<file path="config.mk">
export PLATFORM = sky130hd
export DESIGN_NAME = keypad_scanner
export DESIGN_NICKNAME = d
export VERILOG_FILES = /design/src/rtl/keypad_pkg.sv /design/src/rtl/keypad_sync.sv /design/src/rtl/keypad_scanner.sv
export SDC_FILE = /design/constraint.sdc
export NUM_CORES = 1
export LEC_CHECK = 0
export ABC_AREA = 1
export CAP_MARGIN = 30
export CORE_MARGIN = 2
export CORE_UTILIZATION = 32
export DETAILED_ROUTE_END_ITERATION = 12
export HOLD_SLACK_MARGIN = 0.05
export PLACE_DENSITY = 0.62
export SYNTH_ARGS = -nofsm -noshare
export SYNTH_HDL_FRONTEND = slang
export SYNTH_SLANG_ARGS = --single-unit
</file>
<file path="constraint.sdc">
create_clock -name clk -period 6.5 [get_ports clk]
set_input_delay 1.3 -clock clk [delete_from_list [all_inputs] [get_ports clk]]
set_output_delay 1.3 -clock clk [all_outputs]
set_load 0.05 [all_outputs]
</file>
<file path="src/rtl/keypad_pkg.sv">
// keypad_pkg: shared FSM state type and index/width helpers
// for the keypad scanner slice.
package keypad_pkg;

    typedef enum logic [1:0] {
        ST_SCAN     = 2'd0,
        ST_DEBOUNCE = 2'd1,
        ST_REPORT   = 2'd2,
        ST_RELEASE  = 2'd3
    } kp_state_t;

    function automatic int lsb_index(input logic [31:0] v);
        int idx;
        idx = 0;
        for (int i = 31; i >= 0; i--) begin
            if (v[i]) idx = i;
        end
        return idx;
    endfunction

    function automatic int code_width(input int rows, input int cols);
        return (rows * cols > 1) ? $clog2(rows * cols) : 1;
    endfunction

endpackage

</file>
<file path="src/rtl/keypad_sync.sv">
// keypad_sync: two-flop synchroniser for the raw column lines,
// asynchronous active-low reset to 0.
module keypad_sync #(
    parameter int W = 4
) (
    input  logic         clk,
    input  logic         reset_n,
    input  logic [W-1:0] d,
    output logic [W-1:0] q
);

    logic [W-1:0] meta;

    always_ff @(posedge clk or negedge reset_n) begin
        if (!reset_n) begin
            meta <= '0;
            q    <= '0;
        end else begin
            meta <= d;
            q    <= meta;
        end
    end

endmodule

</file>
<file path="src/rtl/keypad_scanner.sv">
// keypad_scanner: row-scanning matrix keypad with debounce and valid/ready events.
// Define KEYPAD_REPEAT_EN to build the auto-repeat hold counter.
module keypad_scanner
    import keypad_pkg::*;
#(
    parameter int ROWS            = 4,
    parameter int COLS            = 4,
    parameter int SCAN_CYCLES     = 4,
    parameter int DEBOUNCE_CYCLES = 20,
    parameter int REPEAT_CYCLES   = 5000,
    localparam int KW             = code_width(ROWS, COLS)
) (
    input  logic            clk,
    input  logic            reset_n,
    output logic [ROWS-1:0] row,
    input  logic [COLS-1:0] col,
    output logic            key_valid,
    input  logic            key_ready,
    output logic [KW-1:0]   key_code,
    output logic            key_multi,
    output logic            key_repeat,
    output logic            key_down
);

    localparam int CW = (COLS > 1) ? $clog2(COLS) : 1;
    localparam int DW = $clog2(SCAN_CYCLES + 1);
    localparam int BW = $clog2(DEBOUNCE_CYCLES + 1);
    localparam logic [ROWS-1:0] ROW0 = ROWS'(1);

    if (ROWS < 2 || COLS < 2 || SCAN_CYCLES < 1 ||
        DEBOUNCE_CYCLES < 1 || REPEAT_CYCLES < 1) begin : g_bad_cfg
        $error("keypad_scanner: illegal parameter set");
    end

    kp_state_t       state, state_n;
    logic [COLS-1:0] cols;
    logic [ROWS-1:0] row_n, row_nx;
    logic [DW-1:0]   dwell, dwell_n;
    logic [BW-1:0]   cnt, cnt_n;
    logic [CW-1:0]   cidx, cidx_n;
    logic [KW-1:0]   code_n;
    logic            multi_n;
    logic            hit;
`ifdef KEYPAD_REPEAT_EN
    localparam int HW = $clog2(REPEAT_CYCLES + 1);
    logic [HW-1:0]   hold, hold_n;
    logic            rep_n;
`endif

    keypad_sync #(.W(COLS)) u_sync (
        .clk     (clk),
        .reset_n (reset_n),
        .d       (col),
        .q       (cols)
    );

    assign row_nx    = {row[ROWS-2:0], row[ROWS-1]};
    assign key_valid = (state == ST_REPORT);
    assign key_down  = (state == ST_REPORT) || (state == ST_RELEASE);

    always_comb begin
        state_n = state;
        row_n   = row;
        dwell_n = dwell;
        cnt_n   = cnt;
        cidx_n  = cidx;
        code_n  = key_code;
        multi_n = key_multi;
        hit     = cols[cidx];
`ifdef KEYPAD_REPEAT_EN
        hold_n  = hold;
        rep_n   = key_repeat;
`endif
        case (state)
            ST_SCAN: begin
                if (dwell == DW'(SCAN_CYCLES - 1)) begin
                    dwell_n = '0;
                    if (cols == '0) begin
                        row_n = row_nx;
                    end else begin
                        state_n = ST_DEBOUNCE;
                        cnt_n   = '0;
                        cidx_n  = CW'(lsb_index(32'(cols)));
                        code_n  = KW'(lsb_index(32'(row)) * COLS +
                                      lsb_index(32'(cols)));
                        multi_n = ($countones(cols) > 1);
`ifdef KEYPAD_REPEAT_EN
                        rep_n   = 1'b0;
`endif
                    end
                end else begin
                    dwell_n = dwell + 1'b1;
                end
            end
            ST_DEBOUNCE: begin
                if (!hit) begin
                    state_n = ST_SCAN;
                    row_n   = row_nx;
                    dwell_n = '0;
                    cnt_n   = '0;
                end else if (cnt == BW'(DEBOUNCE_CYCLES - 1)) begin
                    state_n = ST_REPORT;
                    cnt_n   = '0;
                end else begin
                    cnt_n = cnt + 1'b1;
                end
            end
            ST_REPORT: begin
                // the event stays up even if the key lets go here
                if (key_ready) begin
                    state_n = ST_RELEASE;
                    cnt_n   = '0;
`ifdef KEYPAD_REPEAT_EN
                    hold_n  = '0;
`endif
                end
            end
            ST_RELEASE: begin
                if (hit) begin
                    cnt_n = '0;
`ifdef KEYPAD_REPEAT_EN
                    if (hold == HW'(REPEAT_CYCLES - 1)) begin
                        state_n = ST_REPORT;
                        hold_n  = '0;
                        rep_n   = 1'b1;
                    end else begin
                        hold_n = hold + 1'b1;
                    end
`endif
                end else begin
`ifdef KEYPAD_REPEAT_EN
                    hold_n = '0;
`endif
                    if (cnt == BW'(DEBOUNCE_CYCLES - 1)) begin
                        state_n = ST_SCAN;
                        row_n   = row_nx;
                        dwell_n = '0;
                        cnt_n   = '0;
                    end else begin
                        cnt_n = cnt + 1'b1;
                    end
                end
            end
            default: begin
                state_n = ST_SCAN;
                row_n   = ROW0;
                dwell_n = '0;
                cnt_n   = '0;
            end
        endcase
        // a corrupted row drive restarts the scan from row 0
        if (!$onehot(row)) begin
            state_n = ST_SCAN;
            row_n   = ROW0;
            dwell_n = '0;
            cnt_n   = '0;
        end
    end

    always_ff @(posedge clk or negedge reset_n) begin
        if (!reset_n) begin
            state     <= ST_SCAN;
            row       <= ROW0;
            dwell     <= '0;
            cnt       <= '0;
            cidx      <= '0;
            key_code  <= '0;
            key_multi <= 1'b0;
        end else begin
            state     <= state_n;
            row       <= row_n;
            dwell     <= dwell_n;
            cnt       <= cnt_n;
            cidx      <= cidx_n;
            key_code  <= code_n;
            key_multi <= multi_n;
        end
    end

`ifdef KEYPAD_REPEAT_EN
    always_ff @(posedge clk or negedge reset_n) begin
        if (!reset_n) begin
            hold       <= '0;
            key_repeat <= 1'b0;
        end else begin
            hold       <= hold_n;
            key_repeat <= rep_n;
        end
    end
`else
    assign key_repeat = 1'b0;
`endif

endmodule

</file>
Word-level counts from Yosys, hierarchy flattened
Cells that the tools add are included.

storage, ports and cells
  input port bits = 7
  output and inout port bits = 12
  logic and storage cells = 90
  bits in registers = 29

operators by class
  equal/unequal tests = 15
  add/subtract/negate cells = 9
  magnitude comparators = 2
  multiplexer cells = 46
  reductions and logical operators = 8
  bitwise logic cells = 1

operators by type and width
  cell                   count
  $mux W4                11
  $mux W5                7
  $mux W2                17
  $ne A3 B3 Y1 const B   7
  $pmux W5 S4            1
  $mux W3                5
  $pmux W4 S3            1
  $reduce_and A6 Y1      2
  $pmux W3 S3            1
  $add A1 B1 Y2          4
  $pmux W2 S4            1
  $add A2 B2 Y3          2
  $reduce_and A3 Y1      2
  $add A5 B1 Y5 const B  1
  $eq A5 B5 Y1 const B   1
  $add A4 B4 Y4          1
  $eq A2 B2 Y1 const B   2
  $logic_not A4 Y1       1
  $ne A4 B2 Y1 const B   1
  $ne A4 B4 Y1 const B   1
  $reduce_and A4 Y1      1
  $add A3 B1 Y3 const B  1
  $eq A3 B1 Y1 const B   1
  $eq A3 B2 Y1 const B   1
  other kinds (8)        8

Depth between registers and ports, before layout
Gate-level depths: netlist of the first run.

  depth after elaboration = 8
  depth in mapped cells = 15
  mapped depth without buffers = 15

Hierarchy
A second synthesis of the first run with hierarchy kept.

second synthesis, totals
  cell total of the unflattened synthesis = 188
  area, all modules = 1546.5 um2

modules (own cells, without submodules)
  module          times used  cells an instance  seq. area each (um2)  area each (um2)
  keypad_scanner  1           180                476.7                 1346.3
  keypad_sync     1           8                  200.2                 200.2

Worst setup path after synthesis of the first run
No wires, ideal clock.

  path kind = register to register
  start = reg row[0]
  end = reg state[1]
  slack = 3811 ps
  stages on the path, launching flop included = 16
  setup time = 116 ps
  arrival = 2572 ps
  clock period less this slack = 2689 ps
  buffers on the path = 0
  required time = 6384 ps
  path through = dfstp_2 > inv_1 > fa_1 > inv_1 > ha_1 > ha_1 > inv_1 > nand2_1 > nor2_4 > nand2_2 > inv_1 > nand3_1 > nand2_1 > inv_1 > nand2_1 > nand2_1

on the way
  longest elaborated chain between the ends = 5
  elaborated cells on any way between the ends = 11
  those cells by class = 2 x add/sub; 7 x eq/ne; 1 x mux; 1 x reduce/logical

RTL lines
  item                                                    RTL line               RTL
  from (decl)                                             keypad_scanner.sv:15   output logic [ROWS-1:0] row,
  from (signal assigned)                                  keypad_scanner.sv:171  row <= row_n;
  $add A1 B1 Y2 (not written as such) *                   keypad_scanner.sv:152  if (!$onehot(row)) begin
  $add A2 B2 Y3 (not written as such) *                   keypad_scanner.sv:152
  $eq A3 B1 Y1 *                                          keypad_scanner.sv:152
  $ne A4 B4 Y1 (no line) or $ne A3 B3 Y1 (tied branches)  --
  $reduce_and A6 Y1 (no line)                             --
  to (signal assigned)                                    keypad_scanner.sv:170  state <= state_n;
  to (decl)                                               keypad_scanner.sv:35   kp_state_t state, state_n;

Every way passes the cells marked *; elsewhere a longest branch is shown, timed or not.
A chain may end at the register's enable or synchronous reset.

Worst setup path after layout of the first run
  start = reg state[1]
  end = out key_valid

on the way
  longest elaborated chain between the ends = 1

RTL lines
  item          RTL line              RTL
  $eq A2 B2 Y1  keypad_scanner.sv:58  assign key_valid = (state == ST_REPORT);
  to (decl)     keypad_scanner.sv:17  output logic key_valid,

No other way between the ends.

==> results.tsv, run 1 <==
metric	value	unit
initial antenna violation count	0	
Max-cap violations	0	
Final nets	226	
Post-Synthesis Cells	191	
Worst-path clk slew	100	ps
GR peak layer	met2	
Int Power	398	uW
core area	4440	um^2
first-pass GRT wire length	5.17	mm
vias	1252	
grt met2 use	0.216	
GP Congestion	0.817	
post-CTS resize count	0	
hold crit path type	reg2reg	
Yosys Warn Count	0	
area leader, netlist	dfrtp_1	
Net Sw Frac	0.508	
clock tree buffer depth	2	
nature of the critical path endpoint	output port	
post-synthesis sequential area ratio	0.452	
synth top area cells	dfrtp_1 43%, nand2_1 16%, inv_1 6.0%, nand3_1 5.7%, ha_1 4.2%	
final hold vios	0	
Synth Cell Area	1500	um^2
CP max FO	5	
Syn Area/Cell	7.84	um^2
Worst Path Required	5200	ps
Synthesized Nets	205	
buffer type at the clock tree root	clkbuf_8	
Seq pwr share	0.288	
crit path launch type	register	
global-route usage over all layers	0.123	
Num CTS Buffers	3	
Ports	19	
status	completed	
clock share of power	0.121	
share of cells above drive strength 1	0.114	
Lkg Pwr	0.900	nW
P per Cell Area	455	nW/um^2
dpl hpwl	2.19	mm
Die Ht	72.4	um
Avg Vias per Cell	4.76	
commonest non-fill, non-tap cell in the layout	nand2_1	
Rows	24	
Final period util	0.474	
worst slew pin tran	504	ps
Crit-path slowest cell	clkdlybuf4s50_1	
# setup viols final	0	
overall power	809	uW
final WL	2.87	mm
Comb pwr share	0.591	
vias in the first global route	1215	
die width	72.4	um
IO buf count	17	
Initial DRC Count	54	
Clock Sinks	27	
Clock H-tree levels	1	
Die ar.	5240	um^2
Final TNS setup	0	ps
RSZ-0062 raised after global routing	false	
later-pin clock latency in the skew report	270	ps
Largest stage delay, worst path	830	ps
Slew Limit Fails	0	
commonest cells after routing, fill and taps aside	64 x nand2_1, 26 x dfrtp_1, 24 x inv_1	
remaining routing DRC violations	0	
cells along the critical path	inv_2 > nor2_1 > clkdlybuf4s50_1	
Area Overhead vs Synth	18.7	%
Yosys top cell area share	0.434	
CTS Hold Buffers Added	0	
grt ovf	0	
DR pass1 iterations	4	
#FFs+latches synth	27	
CTS tree	done	
largest net degree at the start of global routing	28	
global routing usage on met1	0.156	
post-route ant nets	0	
worst relative slew slack	0.663	
Initial Utilization	0.337	
Max Clk Rate	0.325	GHz
Worst Path Arrival	1780	ps
met3 Use GR	0.0292	
peak supply drop	0.137	mV
Synth cell types	28	
Sw Pwr	411	uW
Routed WL per cell	10.9	um
critical path class	reg2out	
setup repair bufs after CTS	0	
Worst Skew	3.37	ps
Final Critical Period	3080	ps
ANT cells	0	
[sequential cells by signal, indices dropped and copies added, names as in the netlist]
register     flops
u_sync.q         4
cnt              5
dwell            3
state            2
key_code         4
row              4
u_sync.meta      4
key_multi        1
[routing by layer]
metal | vias up | share of wire
met1 | 592 | 0.48
li1 | 640 | -
met3 | 4 | 0.033
met2 | 16 | 0.48
met4 | 0 | 0.0070
met5 | - | 0
[cell type report]
cell class	instances	area, um^2
clock buffers	3	41.3
clock inverters	1	7.51
fillers	445	2670
inverters	28	105
multi-input cells	134	704
flip-flops and latches	27	677
well taps	52	65.1
repair buffers	18	178
[per-stage QoR]
step	hold slack, ps	cell area [um^2]	std cells	setup WS, ps	utilization
detailed placement	336	1730	259	3720	0.389
floorplan	331	1500	191	3810	-
CTS	360	1780	263	3400	0.400
global route	367	1780	263	3280	0.400
global placement	332	1730	259	3750	0.389
finish	357	1780	263	3420	0.400
[Yosys cell counts]
cell      count
o21ai_0       5
a31oi_1       1
dfrtp_1      26
nor2_1       11
o31ai_1       1
conb_1        1
ha_1          5
nor2_2        2
or2_2         1
a21boi_1      1
nor2_4        3
o211ai_1      1
nand2_1      64
inv_1        24
nand2_2       3
a21oi_1       3
dfstp_2       1
nand4_1       3
nor3_1        2
clkbuf_1      1
o21ai_1       3
buf_4         1
nand3_1      17
inv_2         4
o21ai_2       1
a21oi_2       1
fa_1          2
nand3_2       3
[final timing paths]
kind                                startpoint           to  slack (ps)  depth (start not counted)
worst min register to register  u_sync.meta[2]  u_sync.q[2]         360                          0
worst max register to register          row[0]     state[1]        3790                         15
worst min-delay path            u_sync.meta[2]  u_sync.q[2]         360                          0
max in group asynchronous              reset_n       row[0]        4800                          2
min in group asynchronous              reset_n     state[0]        1380                          2
worst max-delay path                  state[1]    key_valid        3420                          3
[critical path: cells and delay by family (launching register included)]
| kind | cells | cell delay [ps] |
|---|---|---|
| DFF | 1 | 430 |
| and+or+nand+nor | 1 | 170 |
| buffers and inverters | 2 | 910 |
[cells by family after synthesis]
logic type	synth area share
buf+inv	0.0777
fa+ha+maj	0.0685
other cells	0.00250
simple gates	0.332
compound gates	0.0677
flops	0.452
[power by group through the flow]
stage	Combinational (mW)	Sequential (mW)	Clock, mW
global route	0.534	0.237	0.110
finish	0.478	0.233	0.0977
detailed placement	0.479	0.236	0
global placement	0.475	0.236	0
floorplan	0.289	0.303	0
CTS	0.480	0.233	0.103
No activity file was read; power rests on OpenSTA's default activity.
==> run 2, diff against run 1 <==
Clock period 6.5 ns to 3 ns, I/O delays scaled along.
==> results.tsv, run 2 (synthesized netlist as in run 1, its figures left out) <==
metric	value	unit
crit path launch type	register	
Die Ht	72.4	um
first-pass GRT wire length	5.12	mm
later-pin clock latency in the skew report	270	ps
Clock Sinks	27	
grt met2 use	0.197	
dpl hpwl	2.31	mm
Final period util	0.882	
Top reg by flops	cnt	
Rows	24	
ANT cells	0	
Worst Skew	6.62	ps
clock tree buffer depth	2	
worst relative slew slack	0.621	
largest net degree at the start of global routing	17	
Final nets	226	
Final TNS setup	0	ps
Worst-path clk slew	90	ps
remaining routing DRC violations	0	
commonest non-fill, non-tap cell in the layout	nand2_1	
Die ar.	5240	um^2
final WL	2.85	mm
Num CTS Buffers	3	
critical path class	reg2reg	
Max Clk Rate	0.378	GHz
nature of the critical path endpoint	register	
core area	4440	um^2
die width	72.4	um
CTS tree	done	
overall power	1.74	mW
Slew Limit Fails	0	
Area Overhead vs Synth	18.5	%
Hold Crit Start	u_sync.meta[0]	
GR peak layer	met2	
buffer type at the clock tree root	clkbuf_8	
Final Util	0.399	
Lkg Pwr	0.904	nW
placed insts	259	
r2r setup slk	350	ps
share of cells above drive strength 1	0.114	
Largest stage delay, worst path	560	ps
vias in the first global route	1175	
final hold vios	0	
Worst Path Arrival	2820	ps
crit path from	row[0]	
R2R Path Start	row[0]	
post-CTS resize count	0	
Clock H-tree levels	1	
RSZ-0062 raised after global routing	false	
Final Critical Period	2650	ps
Avg Vias per Cell	4.67	
Ports	19	
Finished Layout Cells	263	
grt ovf	0	
P per Cell Area	981	nW/um^2
status	completed	
IO buf count	17	
vias	1229	
setup repair bufs after CTS	0	
initial antenna violation count	0	
global-route usage over all layers	0.123	
Max-cap violations	0	
Initial Utilization	0.337	
commonest cells after routing, fill and taps aside	64 x nand2_1, 26 x dfrtp_1, 24 x inv_1	
pre-CTS WS	356	ps
CP max FO	8	
GP Congestion	0.928	
cells along the critical path	inv_1 > fa_1 > inv_1 > ha_1 > ha_1 > inv_1 > nand2_1 > nor2_4 > nand2_2 > inv_1 > nand3_1 > nand2_1 > inv_1 > nand2_1 > nand2_1	
most used cell, CP	inv_1	
CTS Hold Buffers Added	0	
peak supply drop	0.323	mV
max reg flops	5	
global routing usage on met1	0.164	
DR pass1 iterations	6	
Setup WS post-layout	355	ps
met3 Use GR	0.0292	
post-route ant nets	0	
Routed WL per cell	10.8	um
Initial DRC Count	48	
worst slew pin tran	567	ps
hold crit path type	reg2reg	
Worst Path Required	3170	ps
Crit-path slowest cell	dfstp_2	
# setup viols final	0	
==> run 2: cell count changes in the layout (fill, tap and decap cells not counted), sizes merged <==
cell | previous run | this run
clkinv | 0 | 1
clkinvlp | 1 | 0
==> run 2: final cells by class <==
class | instances | area, um^2
clock inverter | 1 | 5.00
multi-input combinational | 134 | 704
clock buffer | 3 | 41.3
timing repair buffer | 18 | 178
tap | 52 | 65.1
fill | 477 | 2670
sequential | 27 | 677
inverter | 28 | 105
==> run 2: final timing paths <==
kind | to | cells past startpoint
max | state[1] | 15
min | u_sync.q[0] | 0
max reg2reg | state[1] | 15
min reg2reg | u_sync.q[0] | 0
max in group asynchronous | u_sync.meta[2] | 2
min in group asynchronous | state[0] | 1
==> run 2: layer usage <==
layer / share of wire / routed length (um)
met5: 0 / 0
met4: 0.017 / 48
met3: 0.035 / 100
met2: 0.47 / 1330
met1: 0.48 / 1370
==> run 2: report_power, final <==
group / switching (mW) / internal (mW) / leakage (nW)
sequential: 0.0647 / 0.444 / 0.346
clock: 0.109 / 0.0930 / 0.0255
combinational: 0.708 / 0.323 / 0.532
==> run 2: stage by stage <==
| step | area (um^2) | hold WS [ps] |
|---|---|---|
| after floorplan | 1500 | 304 |
| after global placement | 1730 | 332 |
| after detailed placement | 1730 | 336 |
| after CTS | 1780 | 357 |
| after global routing | 1780 | 362 |
| final | 1780 | 354 |
==> run 2: worst max-delay path, delay by kind of cell (launching register included) <==
family | cells | cell delay [ps]
adder cells (fa/ha/maj) | 3 | 970
buffers and inverters | 5 | 350
flip-flops | 1 | 560
AND/OR/NAND/NOR | 7 | 660
==> run 3, diff against run 2 <==
Settings changed: ABC_CLOCK_PERIOD_IN_PS set to 3000, SKIP_LAST_GASP set to 1.
==> results of run 3 <==
The final DEF is identical to that of run 2; final timing and power are the same.
